--- src/rtl/vae_pkg.sv ---
// vae_pkg: datapath sizes shared by the reduction tree and the lane gather front end.
`default_nettype none

package vae_pkg;

  localparam int DATA_WIDTH = 16;
  localparam int TREE_LANES = 8;
  localparam int LANE_IDX_W = $clog2(TREE_LANES);
  localparam int LANE_CNT_W = $clog2(TREE_LANES + 1);

  typedef logic [DATA_WIDTH-1:0] lane_t;
  typedef logic [LANE_IDX_W-1:0] lane_idx_t;
  typedef logic [LANE_CNT_W-1:0] lane_cnt_t;

endpackage

`default_nettype wire

--- src/rtl/lane_gather.sv ---
// lane_gather: packs a valid/ready word stream into LANES-wide zero-padded vectors for the tree adder.
// Revision 1.0
`default_nettype none

module lane_gather
  import vae_pkg::*;
#(
  parameter int WIDTH = DATA_WIDTH,
  parameter int LANES = TREE_LANES
) (
  input  logic                         clk,
  input  logic                         rst,
  input  logic [WIDTH-1:0]             s_data,
  input  logic                         s_valid,
  input  logic                         s_last,
  output logic                         s_ready,
  output logic [LANES*WIDTH-1:0]       m_data,
  output logic [$clog2(LANES+1)-1:0]   m_count,
  output logic                         m_last,
  output logic                         m_valid,
  input  logic                         m_ready
);

  localparam int IW = $clog2(LANES);
  localparam int CW = $clog2(LANES + 1);

  logic [LANES*WIDTH-1:0] fbuf_q, fbuf_d;
  logic [IW-1:0]          idx_q, idx_d;
  logic                   fdone_q, fdone_d;
  logic [CW-1:0]          fcnt_q, fcnt_d;
  logic                   flast_q, flast_d;

  logic [LANES*WIDTH-1:0] obuf_q;
  logic [CW-1:0]          ocnt_q;
  logic                   olast_q;
  logic                   ovalid_q;

  logic          w_accept;
  logic          w_xfer;
  logic [IW-1:0] w_lane;

  assign w_xfer   = fdone_q & (~ovalid_q | m_ready);
  // Ready comes only from registered state and m_ready, never from s_valid.
  assign s_ready  = ~fdone_q | w_xfer;
  assign w_accept = s_valid & s_ready;
  assign w_lane   = w_xfer ? '0 : idx_q;

  always_comb begin
    fbuf_d  = fbuf_q;
    idx_d   = idx_q;
    fdone_d = fdone_q;
    fcnt_d  = fcnt_q;
    flast_d = flast_q;
    if (w_xfer) begin
      fbuf_d  = '0;
      idx_d   = '0;
      fdone_d = 1'b0;
    end
    // A word accepted alongside a transfer lands in the freshly cleared lane 0.
    if (w_accept) begin
      fbuf_d[w_lane*WIDTH +: WIDTH] = s_data;
      if (s_last || (w_lane == IW'(LANES - 1))) begin
        fdone_d = 1'b1;
        fcnt_d  = CW'(w_lane) + CW'(1);
        flast_d = s_last;
      end else begin
        idx_d = w_lane + IW'(1);
      end
    end
  end

  always_ff @(posedge clk) begin
    if (rst) begin
      fbuf_q  <= '0;
      idx_q   <= '0;
      fdone_q <= 1'b0;
      fcnt_q  <= '0;
      flast_q <= 1'b0;
    end else begin
      fbuf_q  <= fbuf_d;
      idx_q   <= idx_d;
      fdone_q <= fdone_d;
      fcnt_q  <= fcnt_d;
      flast_q <= flast_d;
    end
  end

  always_ff @(posedge clk) begin
    if (rst) begin
      obuf_q   <= '0;
      ocnt_q   <= '0;
      olast_q  <= 1'b0;
      ovalid_q <= 1'b0;
    end else if (w_xfer) begin
      obuf_q   <= fbuf_q;
      ocnt_q   <= fcnt_q;
      olast_q  <= flast_q;
      ovalid_q <= 1'b1;
    end else if (ovalid_q && m_ready) begin
      ovalid_q <= 1'b0;
    end
  end

  assign m_data  = obuf_q;
  assign m_count = ocnt_q;
  assign m_last  = olast_q;
  assign m_valid = ovalid_q;

endmodule

`default_nettype wire
--- config.mk ---
export PLATFORM = sky130hd
export DESIGN_NAME = lane_gather
export DESIGN_NICKNAME = d
export VERILOG_FILES = /design/src/rtl/vae_pkg.sv /design/src/rtl/lane_gather.sv
export SDC_FILE = /design/constraint.sdc
export NUM_CORES = 1
export LEC_CHECK = 0
export ABC_CLOCK_PERIOD_IN_PS = 9080
export CAP_MARGIN = 5
export CORE_UTILIZATION = 55
export DETAILED_ROUTE_END_ITERATION = 16
export PLACE_DENSITY = 0.82
export REMOVE_ABC_BUFFERS = 1
export SLEW_MARGIN = 20
export SYNTH_ARGS = -nofsm -noshare
export SYNTH_HDL_FRONTEND = slang
export SYNTH_SLANG_ARGS = --single-unit
export TNS_END_PERCENT = 1
--- constraint.sdc ---
create_clock -name clk -period 9.08 [get_ports clk]
set_clock_uncertainty 0.1 [all_clocks]
set_input_delay 1.816 -clock clk [delete_from_list [all_inputs] [get_ports clk]]
set_output_delay 1.816 -clock clk [all_outputs]
set_load 0.01 [all_outputs]
# Word-level counts from Yosys, hierarchy flattened

Index checks and enable logic that the tools add are counted.

Add/subtract/negate cells: 3
Multipliers: 0
Divide/modulo/power cells: 0
Order comparisons: 0
Eq/ne operators: 1
Shift operators: 2
Muxes and demuxes: 11
Bitwise operators: 6
Reduce and logical (&&, ||, !) cells: 4

Operator list:

| cell                      | count |
|---|---|
| $mux 128                  | 2 |
| $bwmux 128                | 1 |
| $shift 16x34->128 const A | 1 |
| $shiftx 16x34->128        | 1 |
| $neg 7->34                | 1 |
| $mux 3                    | 3 |
| $mux 1                    | 5 |
| $add 3x1->4 const B       | 1 |
| $add 3x1->3 const B       | 1 |
| $eq 3x3->1 const B        | 1 |
| $and 1x1->1               | 2 |
| $not 1->1                 | 2 |
| $or 1x1->1                | 2 |
| $reduce_and 2->1          | 1 |
| $reduce_bool 2->1         | 1 |
| $logic_and 1x1->1         | 1 |
| $logic_or 1x1->1          | 1 |

Flip-flop bits (word level): 271
Latch bits: 0
RAM bits: 0
ROM bits: 0
Input port bits: 21
Output and inout port bits: 135
Logic and storage cells: 36
Memories kept: 0

# Longest topological paths before layout

Gate-level depths: netlist (run 1).

Depth after elaboration: 8
Gate-level depth with buffers: 11
Depth with buffers taken out: 10

# Worst setup path before layout (run 1)

OpenSTA, ideal clock, no wires.

Kind: input port to flip-flop
Start point: in m_ready
End point: reg fbuf_q[102]
Setup time: 0.117 ns
Arrival time: 4.072 ns
Data required time: 8.863 ns
Path slack: 4.790 ns
Stages: 10
Buffers on the path: 1
Cells stage by stage: nand2b_1 -> nand2_1 -> nand2_1 -> ha_1 -> ha_1 -> or4b_4 -> nor4b_4 -> nor3_2 -> buf_6 -> a32o_1

Word-level cells in the longest chain between the ends: 7
Elaborated cells between the ends (all ways): 11
Classes of those cells: add/sub (1); shift (2); mux (4); bitwise (4)

Ends and longest elaborated chain:

| element                                                 | RTL line          | text |
|---|---|---|
| start: declaration                                      | lane_gather.sv:21 | `input logic m_ready` |
| $or 1x1->1 (*)                                          | lane_gather.sv:42 | `assign w_xfer = fdone_q & (~ovalid_q \| m_ready);` |
| $and 1x1->1 (*)                                         | lane_gather.sv:42 |  |
| $mux 3                                                  | lane_gather.sv:46 | `assign w_lane = w_xfer ? '0 : idx_q;` |
| $neg 7->34                                              | lane_gather.sv:61 | `fbuf_d[w_lane*WIDTH +: WIDTH] = s_data;` |
| $shiftx 16x34->128 or $shift 16x34->128 (tied branches) | lane_gather.sv:61 |  |
| $bwmux 128                                              | lane_gather.sv:61 |  |
| $mux 128 (*)                                            | lane_gather.sv:60 | `if (w_accept) begin` |
| end signal: assignment                                  | lane_gather.sv:80 | `fbuf_q <= fbuf_d;` |
| end: declaration                                        | lane_gather.sv:27 | `logic [LANES*WIDTH-1:0] fbuf_q, fbuf_d;` |

Mark *: on every way between the ends. The rest lies on a longest branch, timed or not.
A chain may end at the register's enable or synchronous reset.

# Final worst setup path (run 1)

Start point: in m_ready
End point: reg fbuf_q[103]

The elaborated chain is that of the path after synthesis.

==> results.py, run 1 <==
metrics = {
    "worst_setup_path": {
        "reg2reg_slack_ns": 5.39,
        "crit_path_max_fanout": 38,
        "crit_start": "m_ready",
        "startpoint_type": "primary input",
        "worstPathRequired_ns": 9.40,
        "reg2reg_to": "fbuf_q[103]$_SDFF_PP0_",
        "cp-end-kind": "register",
        "critPathKind": "primary input to register",
        "r2r_start": "m_valid$_SDFFE_PP0P_",
        "cp.arrival_ns": 5.44,
        "reg2reg_depth": 9,
    },
    "clock_tree": {
        "clock_latency_ns": 0.54,
        "cts_sinks": 271,
        "ctsRootBufferMaster": "clkbuf_16",
        "clkTransAtPathRegs_ns": 0.06,
        "numCtsBuffers": 27,
        "cts_tree": "built",
        "cts_hold_buf": 0,
        "post-cts-setup-buffers": 0,
        "cts_max_path_buffers": 3,
        "cts_htree_levels": 1,
        "post_cts_resized": 0,
    },
    "synth": {
        "netlist_top_cells_area": "dfxtp_1 (56%), nand2_1 (14%), a21oi_1 (10%)",
        "synth_top_cell_area_share_pct": 55.7,
        "ys.warnings.count": 0,
        "synthArstFlopShare_pct": 0,
        "ys_ff_latch": 271,
        "yosysSeqAreaShare_pct": 55.7,
        "syn_area_per_cell_um2": 8.64,
        "synth_top_family_by_area": "simple AND/OR/NAND/NOR gates",
        "synth_cells": 1127,
        "synth_top_area_cell": "dfxtp_1",
        "synth_area_um2": 9740,
        "synth_edf_count": 0,
        "synthMuxAreaShare_pct": 2.16,
        "synth_adder_area_share_pct": 0.643,
        "synth_xor_xnor_area_share_pct": 0.0900,
        "synth_cell_types": 30,
        "synth_compound_area_share_pct": 15.5,
        "ys.flop_type": "dfxtp_1",
        "yosys.area_share.simple_pct": 21.4,
    },
    "detailed_routing": {
        "routedWlPerCell_um": 16.6,
        "drc": 0,
        "drt.antenna.violating_nets": 0,
        "drtPass1Iterations": 5,
        "num_vias": 8096,
        "avgViaCountPerCell": 5.56,
        "wl_um": 24200,
        "drt_iter0_markers": 747,
    },
    "timing": {
        "report.final.slew_viol_count": 0,
        "min_period_ns": 5.12,
        "hold_viol": 0,
        "rsz0062_at_grt": "no",
        "worst_slack_ns": 3.96,
        "fin_setup_tns_ns": 0,
        "final-setup-viol-count": 0,
        "worst_pin_slew_ns": 1.06,
        "max_slew_margin_pct": 29.1,
        "period_share_pct": 56.4,
        "fmax_mhz": 195,
    },
    "layout": {
        "drive_gt1_share_pct": 4.96,
        "final_nets": 1239,
        "final_common_cell": "nand2_1",
        "areaGrowthSynthToFinish_pct": 24.5,
        "final_cell_mix": "nand2_1 (351), dfxtp_1 (271), a21oi_1 (200), clkdlybuf4s50_1 (154), a32o_1 (48)",
        "final_util_pct": 70.1,
        "final_cells": 1455,
        "fillers": 1380,
        "num_antenna_cells": 0,
        "fin_area_um2": 12100,
    },
    "global_routing": {
        "grt_pass1_vias": 7326,
        "grt-ovfl-total": 0,
        "antenna_found_initial": 0,
        "grtUsageTotal_pct": 26.0,
        "grt_pass1_wl_um": 37600,
        "grt_max_degree": 128,
    },
    "power": {
        "p_leak_nw": 3.99,
        "peakVddDrop_uv": 194,
        "powerDensity_nw_per_um2": 200,
    },
    "place": {
        "dp.cells": 1409,
        "place_area_um2": 11200,
        "place_ws_ns": 3.51,
        "place.gp.congestion": 0.782,
        "numPortBuffers": 155,
        "dp.final_hpwl_um": 14300,
    },
    "die": {
        "coreArea_um2": 17300,
        "ioPinCount": 156,
        "fp-row-count": 48,
        "die-height_um": 135,
        "die_w_um": 135,
        "start_util_pct": 56.3,
        "dieArea_um2": 18200,
    },
    "min_path": {
        "worstHoldEndpoint": "m_data[114]$_SDFFE_PP0P_",
        "hp-class": "register to register",
        "hold-path-cell-count": 2,
        "hp-start": "fbuf_q[114]$_SDFF_PP0_",
    },
    "flow_run": {
        "max_cap_violations": 0,
    },
    "outcome": {
        "status": "completed",
    },
}
==> synthesized netlist by cell type, types with 2 or more instances <==
master    instances
nor3_2            2
nand2b_1         18
nor2_1           14
dfxtp_1         271
nand3_1          35
nand3b_1         36
ha_1              5
inv_1             4
a21oi_1         200
nand2_1         352
buf_2            12
a32o_1           48
nor4b_4           2
mux2i_1          21
or3_1             2
buf_6             2
nor3_1            3
clkbuf_1         88
==> cells by family (layout without fill, tap and decap cells) <==
group,Yosys count,in the layout
AOI/OAI and AO/OA,252,252
and+or+nand+nor,469,469
adders and majority gates,5,5
muxes,21,21
xor gates and xnor gates,1,1
DFF,271,271
buffers and inverters,108,211
==> worst max-delay path, cell delays in order <==
cell,delay [ns]
clkdlybuf4s50_1,0.43
nand2b_1,0.25
nand2_4,0.36
nand2_1,0.15
ha_1,0.22
ha_1,0.21
or4b_4,0.55
nor4b_4,0.78
nor3_2,0.35
a32o_1,0.31
==> worst max-delay path by stage <==
stage	end	slack, ns	depth (start not counted)
finish	fbuf_q[103]$_SDFF_PP0_	3.96	10
global route	fbuf_q[111]$_SDFF_PP0_	3.74	10
CTS	s_ready	4.00	3
detailed placement	fbuf_q[111]$_SDFF_PP0_	3.51	10
global placement	fbuf_q[72]$_SDFF_PP0_	3.64	10
floorplan	fbuf_q[64]$_SDFF_PP0_	1.15	9
==> layer usage <==
metal	vias to the layer above	global-route usage [%]	part of all wire, %
met4	0	10.5	3.7
met1	3785	34.9	42
met2	288	42.4	48
li1	3963	-	-
met3	60	3.49	6.3
met5	-	0	0
==> power breakdown <==
group / switching [mW] / internal [mW] / leakage [nW]
registers: 0.00754 / 1.20 / 2.19
logic: 0.0896 / 0.0344 / 1.38
clock network: 0.442 / 0.651 / 0.429
==> layout make-up <==
class	instances	area, um2	share of cell area, %
Inverter	4	15.0	0.124
Clock inverter	6	87.6	0.722
Clock buffer	40	785	6.47
Multi-Input combinational cell	748	3930	32.4
Timing Repair Buffer	161	1600	13.2
Tap cell	225	282	2.32
Sequential cell	271	5430	44.8
==> per-stage QoR <==
| stage | total power, mW | hold WS, ns |
|---|---|---|
| 2_1_floorplan | 1.29 | 0.325 |
| 3_3_place_gp | 1.35 | 0.336 |
| 3_5_place_dp | 1.36 | 0.342 |
| 4_1_cts | 2.44 | 0.351 |
| 5_1_grt | 2.50 | 0.365 |
| 6_report | 2.43 | 0.351 |
==> flip-flops by register name (all words and copies together), names as in the netlist <==
signal / count
fcnt_q: 4
fdone_q: 1
m_data: 128
m_count: 4
flast_q: 1
idx_q: 3
m_last: 1
m_valid: 1
fbuf_q: 128
Power figures use the tool's default switching activity.
==> run 2, diff against run 1 <==
ABC_CLOCK_PERIOD_IN_PS = 5350   (was 9080)
CORE_UTILIZATION = 53   (was 55)
PLACE_DENSITY = 0.79   (was 0.82)
clock period = 5.35 ns   (was 9.08 ns; I/O delays follow)
==> results.py, run 2 (synthesis gave the netlist of run 1 again) <==
metrics = {
    "outcome": {
        "status": "completed",
    },
    "timing": {
        "fmax_mhz": 273,
        "hold_viol": 0,
        "worst_pin_slew_ns": 1.05,
        "min_period_ns": 3.66,
        "rsz0062_at_grt": "no",
        "max_slew_margin_pct": 30.1,
        "period_share_pct": 68.4,
        "report.final.slew_viol_count": 0,
        "fin_setup_tns_ns": 0,
        "final-setup-viol-count": 0,
    },
    "detailed_routing": {
        "met3WireLength_um": 1570,
        "drt.antenna.violating_nets": 0,
        "wl_um": 24000,
        "dr.max_layer_used": "met4",
        "wl_met2_um": 11900,
        "wl_met1_um": 10200,
        "avgViaCountPerCell": 5.46,
        "drc": 0,
        "drt_iter0_markers": 710,
        "routedWlPerCell_um": 16.3,
        "drtPass1Iterations": 6,
        "num_vias": 8007,
    },
    "worst_setup_path": {
        "reg2reg_slack_ns": 2.09,
        "cp.arrival_ns": 3.97,
        "reg2reg_to": "fbuf_q[76]$_SDFF_PP0_",
        "crit_start": "m_ready",
        "startpoint_type": "primary input",
        "r2r_start": "fdone_q$_SDFF_PP0_",
        "critPathKind": "primary input to register",
        "reg2reg_depth": 8,
        "cp-end-kind": "register",
        "crit_path_max_fanout": 17,
        "worstPathRequired_ns": 5.66,
        "endpoint": "fbuf_q[79]$_SDFF_PP0_",
    },
    "layout": {
        "areaGrowthSynthToFinish_pct": 25.0,
        "final_common_cell": "nand2_1",
        "final_nets": 1248,
        "drive_gt1_share_pct": 5.65,
        "num_antenna_cells": 0,
        "final_cells": 1467,
        "final_cell_mix": "nand2_1 (351), dfxtp_1 (271), a21oi_1 (200), clkdlybuf4s50_1 (154), a32o_1 (48)",
        "fillers": 1491,
        "final_util_pct": 67.7,
    },
    "power": {
        "p_leak_nw": 4.02,
        "pwr-share-seq_pct": 50.6,
        "clockPowerShare_pct": 44.2,
        "p_int_mw": 3.15,
        "powerDensity_nw_per_um2": 333,
        "peakVddDrop_uv": 257,
        "p_switching_mw": 0.901,
        "comb_power_share_pct": 5.2,
        "swShare_pct": 22.2,
    },
    "clock_tree": {
        "post_cts_resized": 0,
        "cts_hold_buf": 0,
        "cts_htree_levels": 1,
        "numCtsBuffers": 27,
        "cts_max_path_buffers": 3,
        "clock_latency_ns": 0.52,
        "cts_sinks": 271,
        "post-cts-setup-buffers": 0,
        "ctsRootBufferMaster": "clkbuf_16",
        "cts_tree": "built",
        "clkTransAtPathRegs_ns": 0.06,
    },
    "global_routing": {
        "grt_pass1_vias": 7044,
        "antenna_found_initial": 0,
        "grt-ovfl-total": 0,
        "grtUsageTotal_pct": 24.9,
        "grt_max_degree": 136,
        "grt_pass1_wl_um": 36500,
    },
    "min_path": {
        "hp-class": "register to register",
        "hp-start": "fbuf_q[104]$_SDFF_PP0_",
    },
    "die": {
        "start_util_pct": 54.2,
        "die_w_um": 138,
        "fp-row-count": 49,
        "coreArea_um2": 18000,
        "die-height_um": 138,
        "ioPinCount": 156,
        "dieArea_um2": 18900,
    },
    "place": {
        "dp.final_hpwl_um": 14100,
        "dp.cells": 1422,
        "numPortBuffers": 155,
        "place.gp.congestion": 0.806,
    },
    "flow_run": {
        "max_cap_violations": 0,
    },
}
[run 2: changes by cell type in the layout (fill, tap and decap cells not counted), sizes merged]
| cell | delta |
|---|---|
| bufinv | -1 |
| inv | -2 |
| buf | +9 |
| clkinvlp | +2 |
| clkinv | +1 |
| clkbuf | -1 |
[run 2: worst min path at each step]
stage / depth (start not counted) / slack (ns) / to
after floorplan: 2 / 0.33 / m_data[100]$_SDFFE_PP0P_
after global placement: 2 / 0.34 / m_data[86]$_SDFFE_PP0P_
after detailed placement: 2 / 0.34 / m_data[104]$_SDFFE_PP0P_
after CTS: 2 / 0.34 / m_data[104]$_SDFFE_PP0P_
after global routing: 2 / 0.36 / m_data[104]$_SDFFE_PP0P_
final: 2 / 0.34 / m_data[104]$_SDFFE_PP0P_
[run 2: worst max-delay path: stages]
cell	delay [ns]
clkdlybuf4s50_1	0.44
nand2b_1	0.25
nand2_4	0.18
nand2_1	0.10
ha_1	0.21
ha_1	0.21
or4b_4	0.55
nor4b_4	0.23
buf_4	0.26
nor3_2	0.18
a32o_1	0.29
[run 2: final cells by class]
cell class / count / area [um2] / share of cell area (%)
clock buffer: 39 / 781 / 6.42
clock inverter: 6 / 60.1 / 0.494
inverter: 4 / 15.0 / 0.123
multi-input combinational: 748 / 3920 / 32.2
sequential: 271 / 5430 / 44.6
tap: 229 / 287 / 2.36
timing repair buffer: 170 / 1680 / 13.8
[run 2: per-stage QoR]
| step | setup slack (ns) | cell area, um2 | total power [mW] | hold slack (ns) |
|---|---|---|---|---|
| after detailed placement | 1.19 | 11300 | 2.31 | 0.343 |
| final | 1.69 | 12200 | 4.05 | 0.339 |
| after floorplan | -1.83 | 9310 | 2.19 | 0.325 |
| after CTS | 1.73 | 12200 | 4.08 | 0.340 |
| after global routing | 1.50 | 12200 | 4.18 | 0.361 |
| after global placement | 1.28 | 11300 | 2.30 | 0.337 |
[run 2: power groups by stage]
stage | Sequential (mW) | Clock [mW] | Combinational [mW]
after floorplan | 2.10 | 0 | 0.0960
after global placement | 2.10 | 0 | 0.209
after detailed placement | 2.10 | 0 | 0.211
after CTS | 2.05 | 1.81 | 0.211
after global routing | 2.05 | 1.90 | 0.227
final | 2.05 | 1.79 | 0.212
[run 2: metal layers]
layer / up-vias / global-route usage [%]
li1: 3968 / -
met1: 3794 / 33.4
met2: 221 / 41.9
met3: 24 / 4.01
met4: 0 / 5.80
met5: - / 0
